==> src/rtl/mips_pkg.sv <==
// Shared datapath widths and write-back source encoding for the MIPS pipeline.
package mips_pkg;

    localparam int unsigned DATA_WIDTH    = 32;
    localparam int unsigned ADDRESS_WIDTH = 5;
    localparam logic [ADDRESS_WIDTH-1:0] ZERO_REG = '0;

    typedef enum logic [1:0] {
        SRC_NONE,
        SRC_MEM,
        SRC_ALU
    } wb_src_e;

endpackage

==> src/rtl/wb_fwd_lookup.sv <==
// Youngest-match search over the pending-write entries for operand forwarding.
module wb_fwd_lookup #(
    parameter int unsigned DATA_WIDTH    = mips_pkg::DATA_WIDTH,
    parameter int unsigned ADDRESS_WIDTH = mips_pkg::ADDRESS_WIDTH,
    parameter int unsigned DEPTH         = 4,
    localparam int unsigned PTR_W        = $clog2(DEPTH)
) (
    input  logic [DEPTH-1:0]                    valid_i,
    input  logic [DEPTH-1:0][ADDRESS_WIDTH-1:0] addr_i,
    input  logic [DEPTH-1:0][DATA_WIDTH-1:0]    data_i,
    input  logic [PTR_W-1:0]                    head_i,
    input  logic [ADDRESS_WIDTH-1:0]            ra_i,
    output logic                                hit_o,
    output logic [DATA_WIDTH-1:0]               data_o
);
    import mips_pkg::*;

    logic [PTR_W-1:0] idx;

    // Walk from oldest (head) to youngest so the last match wins.
    always_comb begin
        hit_o  = 1'b0;
        data_o = '0;
        idx    = '0;
        for (int unsigned k = 0; k < DEPTH; k++) begin
            idx = head_i + PTR_W'(k);
            if (valid_i[idx] && (addr_i[idx] == ra_i) &&
                (ra_i != ADDRESS_WIDTH'(ZERO_REG))) begin
                hit_o  = 1'b1;
                data_o = data_i[idx];
            end
        end
    end

endmodule

==> src/rtl/wb_queue.sv <==
// Write-back queue: merges MEM and ALU results in order into one register-file write port.
module wb_queue #(
    parameter int unsigned DATA_WIDTH    = mips_pkg::DATA_WIDTH,
    parameter int unsigned ADDRESS_WIDTH = mips_pkg::ADDRESS_WIDTH,
    parameter int unsigned DEPTH         = 4
) (
    input  logic                     Clk,
    input  logic                     Rst_n,
    input  logic                     MemValid,
    output logic                     MemReady,
    input  logic [ADDRESS_WIDTH-1:0] MemRW,
    input  logic [DATA_WIDTH-1:0]    MemData,
    input  logic                     AluValid,
    output logic                     AluReady,
    input  logic [ADDRESS_WIDTH-1:0] AluRW,
    input  logic [DATA_WIDTH-1:0]    AluData,
    input  logic                     WbStall,
    output logic                     RegWr,
    output logic [ADDRESS_WIDTH-1:0] RW,
    output logic [DATA_WIDTH-1:0]    BusW,
    input  logic [ADDRESS_WIDTH-1:0] FwdRA,
    output logic                     FwdHit,
    output logic [DATA_WIDTH-1:0]    FwdData,
    output logic [$clog2(DEPTH):0]   Count
);
    import mips_pkg::*;

    localparam int unsigned PTR_W = $clog2(DEPTH);
    localparam int unsigned CNT_W = PTR_W + 1;

    logic [DEPTH-1:0][ADDRESS_WIDTH-1:0] addr_q, addr_d;
    logic [DEPTH-1:0][DATA_WIDTH-1:0]    data_q, data_d;
    logic [PTR_W-1:0]                    rd_ptr_q, rd_ptr_d;
    logic [PTR_W-1:0]                    wr_ptr_q, wr_ptr_d;
    logic [CNT_W-1:0]                    count_q, count_d;

    logic [DEPTH-1:0]         valid;
    logic [PTR_W-1:0]         offset;
    wb_src_e                  src;
    logic [ADDRESS_WIDTH-1:0] push_addr;
    logic [DATA_WIDTH-1:0]    push_data;
    logic                     push;
    logic                     pop;
    logic                     mem_ready;
    logic                     alu_ready;

    // Ready is deliberately not pop-aware: a full queue refuses even while draining.
    always_comb begin
        mem_ready = count_q < CNT_W'(DEPTH);
        alu_ready = mem_ready && !MemValid;
        src       = SRC_NONE;
        if (MemValid && mem_ready) begin
            src = SRC_MEM;
        end else if (AluValid && alu_ready) begin
            src = SRC_ALU;
        end
        push_addr = '0;
        push_data = '0;
        case (src)
            SRC_MEM: begin
                push_addr = MemRW;
                push_data = MemData;
            end
            SRC_ALU: begin
                push_addr = AluRW;
                push_data = AluData;
            end
            default: ;
        endcase
        push = (src != SRC_NONE) && (push_addr != ADDRESS_WIDTH'(ZERO_REG));
        pop  = (count_q != '0) && !WbStall;
    end

    always_comb begin
        addr_d   = addr_q;
        data_d   = data_q;
        rd_ptr_d = rd_ptr_q;
        wr_ptr_d = wr_ptr_q;
        count_d  = count_q;
        if (push) begin
            addr_d[wr_ptr_q] = push_addr;
            data_d[wr_ptr_q] = push_data;
            wr_ptr_d         = wr_ptr_q + PTR_W'(1);
        end
        if (pop) begin
            rd_ptr_d = rd_ptr_q + PTR_W'(1);
        end
        case ({push, pop})
            2'b10:   count_d = count_q + CNT_W'(1);
            2'b01:   count_d = count_q - CNT_W'(1);
            default: ;
        endcase
    end

    // An entry is live when its distance from the head is below the count.
    always_comb begin
        valid  = '0;
        offset = '0;
        for (int unsigned i = 0; i < DEPTH; i++) begin
            offset   = PTR_W'(i) - rd_ptr_q;
            valid[i] = {1'b0, offset} < count_q;
        end
    end

    always_ff @(posedge Clk or negedge Rst_n) begin
        if (!Rst_n) begin
            addr_q   <= '0;
            data_q   <= '0;
            rd_ptr_q <= '0;
            wr_ptr_q <= '0;
            count_q  <= '0;
        end else begin
            addr_q   <= addr_d;
            data_q   <= data_d;
            rd_ptr_q <= rd_ptr_d;
            wr_ptr_q <= wr_ptr_d;
            count_q  <= count_d;
        end
    end

    wb_fwd_lookup #(
        .DATA_WIDTH   (DATA_WIDTH),
        .ADDRESS_WIDTH(ADDRESS_WIDTH),
        .DEPTH        (DEPTH)
    ) u_fwd_lookup (
        .valid_i(valid),
        .addr_i (addr_q),
        .data_i (data_q),
        .head_i (rd_ptr_q),
        .ra_i   (FwdRA),
        .hit_o  (FwdHit),
        .data_o (FwdData)
    );

    assign MemReady = mem_ready;
    assign AluReady = alu_ready;
    assign RegWr    = pop;
    assign RW       = (count_q != '0) ? addr_q[rd_ptr_q] : '0;
    assign BusW     = (count_q != '0) ? data_q[rd_ptr_q] : '0;
    assign Count    = count_q;

endmodule
==> config.mk <==
export PLATFORM = sky130hd
export DESIGN_NAME = wb_queue
export DESIGN_NICKNAME = d
export VERILOG_FILES = /design/src/rtl/mips_pkg.sv /design/src/rtl/wb_fwd_lookup.sv /design/src/rtl/wb_queue.sv
export SDC_FILE = /design/constraint.sdc
export NUM_CORES = 1
export LEC_CHECK = 0
export ABC_AREA = 1
export BUFFER_PORTS_ARGS = -buffer_cell sky130_fd_sc_hd__buf_2
export CAP_MARGIN = 20
export CORE_UTILIZATION = 60
export CTS_CLUSTER_DIAMETER = 200
export DETAILED_ROUTE_END_ITERATION = 8
export GPL_TIMING_DRIVEN = 0
export HOLD_SLACK_MARGIN = 0.12
export PLACE_DENSITY = 0.82
export SLEW_MARGIN = 30
export SYNTH_ARGS = -nofsm -noshare
export SYNTH_HDL_FRONTEND = slang
export SYNTH_SLANG_ARGS = --single-unit
==> constraint.sdc <==
create_clock -name Clk -period 7.7 [get_ports Clk]
set_clock_uncertainty 0.2 [all_clocks]
set_input_delay 0.385 -clock Clk [delete_from_list [all_inputs] [get_ports Clk]]
set_output_delay 0.385 -clock Clk [all_outputs]
set_load 0.05 [all_outputs]
Word-level counts from Yosys, hierarchy flattened --
Cells that the tools add are included. Widths: inputs -> output; s select.
Word-level totals: logic and storage cells 106, input bits 84, bits in registers 155, output and inout bits 76
Cells by class: mux-type cells 45, equality and inequality tests 8, reductions and logical operators 21, $lt $le $gt $ge 11, $add $sub $neg 10
Operators by type and width (count):
- $mux 32 | 10
- $bmux 32 s2 | 4
- $bwmux 128 | 1
- $demux 32 s2 | 1
- $pmux 32 s2 | 1
- $bmux 5 s2 | 4
- $mux 5 | 6
- $bwmux 20 | 1
- $eq 5x5->1 | 4
- $lt 2x3->1 const B | 5
- $logic_and 1x1->1 | 14
- $lt 2x3->1 | 4
- $demux 5 s2 | 1
- $pmux 5 s2 | 1
- $reduce_bool 5->1 | 2
- $bmux 1 s2 | 4
- $mux 1 | 8
- $pmux 3 s2 | 1
- $add 2x1->2 const B | 2
- $add 2x2->2 const B | 2
- $eq 2x1->1 const B | 2
- $eq 2x2->1 const B | 2
- $mux 2 | 2
- $reduce_bool 2->1 | 2
- 8 further kinds | 11

Longest topological paths before layout --
Gate-level depths: netlist of the first run.
depth in word-level cells 11, gate-level depth with buffers 23

Hierarchy --
From an unflattened synthesis of the first run, not the netlist that was laid out.
Second synthesis, totals: cells, all modules 2206, area total of the unflattened synthesis 13909.6 µm²
By module, submodules not included:
- wb_queue | times used 1, cells an instance 1049, area an instance 8431.8 µm², seq. area each 3878.7 µm²
- wb_fwd_lookup | times used 1, cells an instance 1157, area an instance 5477.8 µm², seq. area each 0.0 µm²

Worst setup path before layout of the first run --
No wires, ideal clock.
path type flip-flop to output port, from register rd_ptr_q[0], to output port FwdData[24], data required time 7.115 ns, setup slack 4.181 ns, stages on the path, launching flop included 23, arrival 2.934 ns, path buffers 5, cell sequence dfrtp_1 buf_6 inv_4 nand2_1 nand2_1 buf_4 buf_2 clkbuf_1 ha_1 inv_1 nor2_1 nand2_1 nand3_1 nand2_1 nor2_1 nor3_4 buf_2 nand3_1 nand2_1 inv_1 nand2_1 nand2_1 nand2_1
On the way: longest elaborated chain between the ends 10, elaborated cells between the ends (all ways) 51, classes of those cells add/sub (7); order compare (4); eq/ne (4); mux (28); reduce/logical (8)
RTL lines:
- start: declaration | RTL line wb_queue.sv:33 | logic [PTR_W-1:0] rd_ptr_q, rd_ptr_d;
- start signal: assignment | RTL line wb_queue.sv:115 | rd_ptr_q <= rd_ptr_d;
- $sub 1x2->2 / $sub 2x2->2 (equally long branches) | RTL line wb_queue.sv:100 | offset = PTR_W'(i) - rd_ptr_q;
- $lt 2x3->1 | RTL line wb_queue.sv:101 | valid[i] = {1'b0, offset} < count_q;
- $bmux 1 s2 | RTL line wb_fwd_lookup.sv:27 | if (valid_i[idx] && (addr_i[idx] == ra_i) &&
- $mux 1 (not written as such) | RTL line wb_fwd_lookup.sv:27
- $logic_and 1x1->1 (2 in a row) | RTL line wb_fwd_lookup.sv:27
- $mux 32 (3 in a row) | RTL line wb_fwd_lookup.sv:27
- $mux 32 * | RTL line wb_fwd_lookup.sv:27
- end: declaration | RTL line wb_queue.sv:23 | output logic [DATA_WIDTH-1:0] FwdData,
Mark *: on every way between the ends. The rest lies on a longest branch, timed or not. The select of a mux whose other input is x is not followed.

Worst setup path after layout of the first run --
from register rd_ptr_q[1], to output port FwdData[11]
Same word-level chain as after synthesis.

==> out/results.tsv, run 1 <==
metric	value	unit
initial antenna violation count	1	
clk sinks	155	
Initial Utilization	61.98	%
TritonCTS buffer count	17	
Yosys warning count	0	
global-route wire length before repair	70030	µm
fmax	0.1949	GHz
CP max stage delay	0.47	ns
worst skew pair latency	0.46	ns
Vias	14710	
run status	complete, no violations	
Fin Hold WS	0.1594	ns
Crit path max-delay family	buffers and inverters	
Initial DRC Count	1750	
Root Buffer	clkbuf_16	
CP bufs+invs	6	
number of fill cells	1810	
leading cell type in the layout, fill and taps excluded	nand2_1	
Cell Rows	51	
Hold Crit Depth	5	
Max-slew headroom	42.05	%
Tightest Pin Transition	0.8692	ns
DP Area	13400	µm²
nets	2306	
area of the multi-input gates	6709	µm²
antenna-violating nets left	0	
CP required	7.11	ns
placed wire-length estimate	32040	µm
Slew Limit Fails	0	
Yosys top cell area share	31.74	%
cell mode on critical path	nand2_1	
I/O pin count	160	
MaxCap Viol Count	0	
most frequent cells in the layout	nand2_1, o21ai_0, inv_1	
total gr overflow	0	
area growth from synthesis to layout	14.55	%
syn nets	2126	
final WL	45850	µm
Die ar.	20940	µm²
Reg clk slew, reported paths	0.07	ns
Pre-Repair DR Iteration Count	6	
Vias per Instance	5.906	
worst-case clock buffer depth	2	
R2R depth	13	
drt drc	0	
final clock period utilization by the worst path	66.64	%
CP max stage cell	dfrtp_1	
register area	3879	µm²
Hold Crit Class	primary input to register	
die width	144.7	µm
TNS Setup	0	ns
Area contributors post-synth	dfrtp_1, nand2_1, o21ai_0	
sequential share of the synthesized area	31.74	%
CTS tree	yes	
H-tree depth	4	
routed len/inst	18.41	µm
Final Instance Area	14000	µm²
RSZ-0062 raised after global routing	false	
core area	19720	µm²
WP depth	16	
vias in the first global route	13330	
Hold Vio Cnt, Final	0	
Buffers on Ports	157	
ant diodes	0	
critical path type	register to output port	
Avg Inst Size Synth	6.015	µm²
setup violators final	0	
Setup crit end kind	output port	
FF+latch count, synth	155	
Die Ht	144.7	µm
Synth cell types	32	
gr usage total	44.95	%
Yosys top cell by area	dfrtp_1	
synthesized instance count	2032	
share of cells above drive strength 1	13.08	%
Cell Area, Synth	12220	µm²
RD Place Congestion	0.9977	
worst path arrival time	4.55	ns
CP max FO	10	
min Tclk post-route	5.131	ns
largest net degree at the start of global routing	58	
CP cell instances	inv_2 -> buf_2 -> clkbuf_1 -> clkbuf_1 -> ha_1 -> nand3_1 -> nand2_1 -> o211ai_1 -> nand3_1 -> nor2_2 -> buf_2 -> nand3b_1 -> nand2_1 -> nand2_1 -> nand2_1 -> buf_2	
Util after Layout	71.00	%
Worst Setup Start Kind	register	
[final cells by class]
class	instances	area share, %
multi-input combinational	1502	47.92
buffer	145	5.488
tap	265	2.368
clock inverter	15	1.072
clock buffer	17	3.039
timing repair buffer	161	6.220
inverter	230	6.185
sequential	155	27.71
[state kept, by name (all words and copies together) (netlist names)]
signal / cells
rd_ptr_q: 2
data_q: 128
Count: 3
wr_ptr_q: 2
addr_q: 20
[metrics by stage]
stage,setup slack (ns),instances
final,2.569,2490
after global placement,3.223,2454
after detailed placement,3.204,2456
after CTS,2.712,2490
after floorplan,4.181,2032
after global routing,2.369,2490
[layer usage]
layer | vias up | global-route usage (%) | share of wire (%)
met5 | - | 0 | 0.028
met4 | 2 | 24.88 | 5.6
met3 | 212 | 12.67 | 14
met2 | 1064 | 68.29 | 43
met1 | 6668 | 57.65 | 38
li1 | 6761 | - | -
[worst paths after layout]
path                        startpoint          end  slack (ns)
hold / removal             MemData[25]  data_q[121]        0.16
min in group asynchronous        Rst_n    addr_q[6]        0.22
max in group asynchronous        Rst_n   data_q[79]        6.43
hold reg to reg             data_q[61]   data_q[61]        0.29
setup reg to reg              Count[2]     Count[2]        4.71
setup / recovery           rd_ptr_q[1]  FwdData[11]        2.57
[cells in the mapped netlist]
master	number
o21ai_0	377
inv_1	227
nor3_4	1
or2_1	1
nor2_2	2
buf_4	23
clkbuf_2	12
nand4_2	1
xnor2_1	1
nand3_1	149
buf_2	44
clkbuf_1	46
buf_6	9
buf_1	11
and2_0	1
xor2_1	10
o21ai_1	39
nand3_2	1
nand3b_1	32
fa_1	1
o211ai_1	7
inv_4	1
o22ai_1	2
a21oi_1	2
nor3_1	2
ha_1	9
dfrtp_1	155
nor2_1	119
nor2_4	2
inv_2	2
nand2_2	2
nand2_1	741
[cells by family (layout without fill, tap and decap cells)]
family                     count (synthesis)  in the layout  share of synthesized area (%)
AOI/OAI and AO/OA                        427            427                          17.65
buffers and inverters                    375            568                          13.37
DFF                                      155            155                          31.74
adders and majority gates                 10             10                          1.085
and+or+nand+nor                         1054           1054                          35.37
xor gates and xnor gates                  11             11                         0.7883
[tightest hold or removal path: stages]
cell and delay [ns]:
buf_2 0.09, nand3_1 0.06, nand2_1 0.05, inv_1 0.09, o21ai_0 0.09
[repair_timing]
action                                  CTS  global route
hold buffers                              2             0
endpoints found under the setup margin    0             0
gates resized for setup                   0             0
buffers inserted                          0             0
endpoints found under the hold margin   157             0
Power of run 1 is not shown: default switching activity piles up to over one toggle a cycle in this logic, so the estimate is an artifact.
==> run 2: changes to the inputs <==
Clock period 7.7 ns to 5.05 ns, I/O delays scaled along.
==> run 2 against run 1 <==
Die area unchanged. Cell count up 2.9%. Sequential share of layout area down 1.4 points. Core utilization up 3.6 points. Via count up 3.0%. Critical endpoint unchanged. Largest cell class unchanged.
==> out/results.tsv, run 2 (same netlist as run 1, synthesis figures left out) <==
metric	value	unit
run status	complete, no violations	
final clock period utilization by the worst path	96.64	%
Tightest Pin Transition	0.8911	ns
final worst slack	0.1697	ns
TNS Setup	0	ns
Buffers on Ports	157	
Root Buffer	clkbuf_16	
fmax	0.2049	GHz
Setup Fix Bufs, Post-CTS	0	
antenna-violating nets left	0	
Initial Utilization	61.98	%
leading cell type in the layout, fill and taps excluded	nand2_1	
drt drc	0	
initial antenna violation count	1	
critical path type	register to output port	
most frequent cells in the layout	nand2_1, o21ai_0, inv_1	
RR Endpoint	Count[2]	
Most flops, register	data_q	
worst path arrival time	4.43	ns
global-route wire length before repair	72100	µm
MaxCap Viol Count	0	
routed len/inst	18.44	µm
TritonCTS buffer count	17	
CTS tree	yes	
Die ar.	20940	µm²
Vias	15150	
Reg clk slew, reported paths	0.07	ns
vias in the first global route	13960	
placed wire-length estimate	32040	µm
area growth from synthesis to layout	20.42	%
dpl ws	0.6861	ns
Largest register FFs	128	
Worst Setup SP	rd_ptr_q[1]	
RD Place Congestion	0.9977	
Setup crit end kind	output port	
ant diodes	0	
share of cells above drive strength 1	12.72	%
clk sinks	155	
Die Ht	144.7	µm
worst skew pair latency	0.46	ns
Vias per Instance	5.917	
min Tclk post-route	4.880	ns
Max-slew headroom	40.60	%
Initial DRC Count	1975	
gr usage total	46.16	%
largest net degree at the start of global routing	58	
number of fill cells	1689	
CP max FO	10	
core area	19720	µm²
H-tree depth	4	
final WL	47230	µm
Hold Vio Cnt, Final	0	
worst-case clock buffer depth	2	
nets	2377	
Hold Crit Class	primary input to asynchronous set/reset pin	
reg2reg setup slack	1.60	ns
Pre-Repair DR Iteration Count	7	
Slew Limit Fails	0	
CP required	4.60	ns
FF-to-FF Start	Count[2]	
RSZ-0062 raised after global routing	false	
die width	144.7	µm
setup violators final	0	
I/O pin count	160	
Cell Rows	51	
total gr overflow	0	
Worst Setup Start Kind	register	
R2R depth	14	
[run 2: critical path, cell delays in order, from the launching register on]
cell and delay [ns]:
dfrtp_1 0.47, inv_2 0.21, buf_2 0.35, clkbuf_2 0.32, clkbuf_1 0.44, ha_1 0.34
nand3_1 0.10, nand2_1 0.07, o211ai_1 0.16, nand3_1 0.13, nor2_2 0.37, buf_2 0.34
nand3b_1 0.12, nand2_1 0.08, nand2_1 0.06, nand2_1 0.11, buf_2 0.28
[run 2: repair_timing]
action,in CTS,in global routing
gates resized for setup,0,2
hold buffers,74,0
hold endpoints to repair,297,0
endpoints found under the setup margin,0,30
[run 2: layout make-up]
type / instances / area [µm²] / share of cell area (%)
tap: 265 / 331.6 / 2.253
clock buffer: 17 / 425.4 / 2.890
sequential: 155 / 3879 / 26.35
timing repair buffer: 233 / 1592 / 10.81
clock inverter: 15 / 150.1 / 1.020
inverter: 230 / 865.8 / 5.883
buffer: 144 / 765.7 / 5.203
multi-input combinational: 1502 / 6709 / 45.58
[run 2: routing by layer]
metal | vias up | global-route usage, % | part of all wire, %
met4 | 2 | 27.87 | 6.1
met2 | 1157 | 70.80 | 43
li1 | 6907 | - | -
met1 | 6855 | 58.08 | 38
met3 | 232 | 12.54 | 13
met5 | - | 0 | 0.028
[run 2: through the flow]
step	instances	area (µm²)	hold slack (ns)	util [%]
2_1_floorplan	2032	12220	-0.2431	-
3_3_place_gp	2454	13340	0.2683	67.65
3_5_place_dp	2456	13400	-0.003457	67.98
4_1_cts	2562	14720	0.1221	74.66
5_1_grt	2561	14720	0.1493	74.64
6_report	2561	14720	0.08698	74.64
[run 2: worst max-delay path by stage]
| stage | end | slack (ns) |
|---|---|---|
| 2_1_floorplan | FwdData[24] | 1.66 |
| 4_1_cts | FwdData[11] | 0.19 |
| 3_5_place_dp | FwdData[2] | 0.69 |
| 6_report | FwdData[11] | 0.17 |
| 5_1_grt | FwdData[3] | 0.01 |
| 3_3_place_gp | FwdData[11] | 0.71 |
Power of run 2 is left out for the same reason.
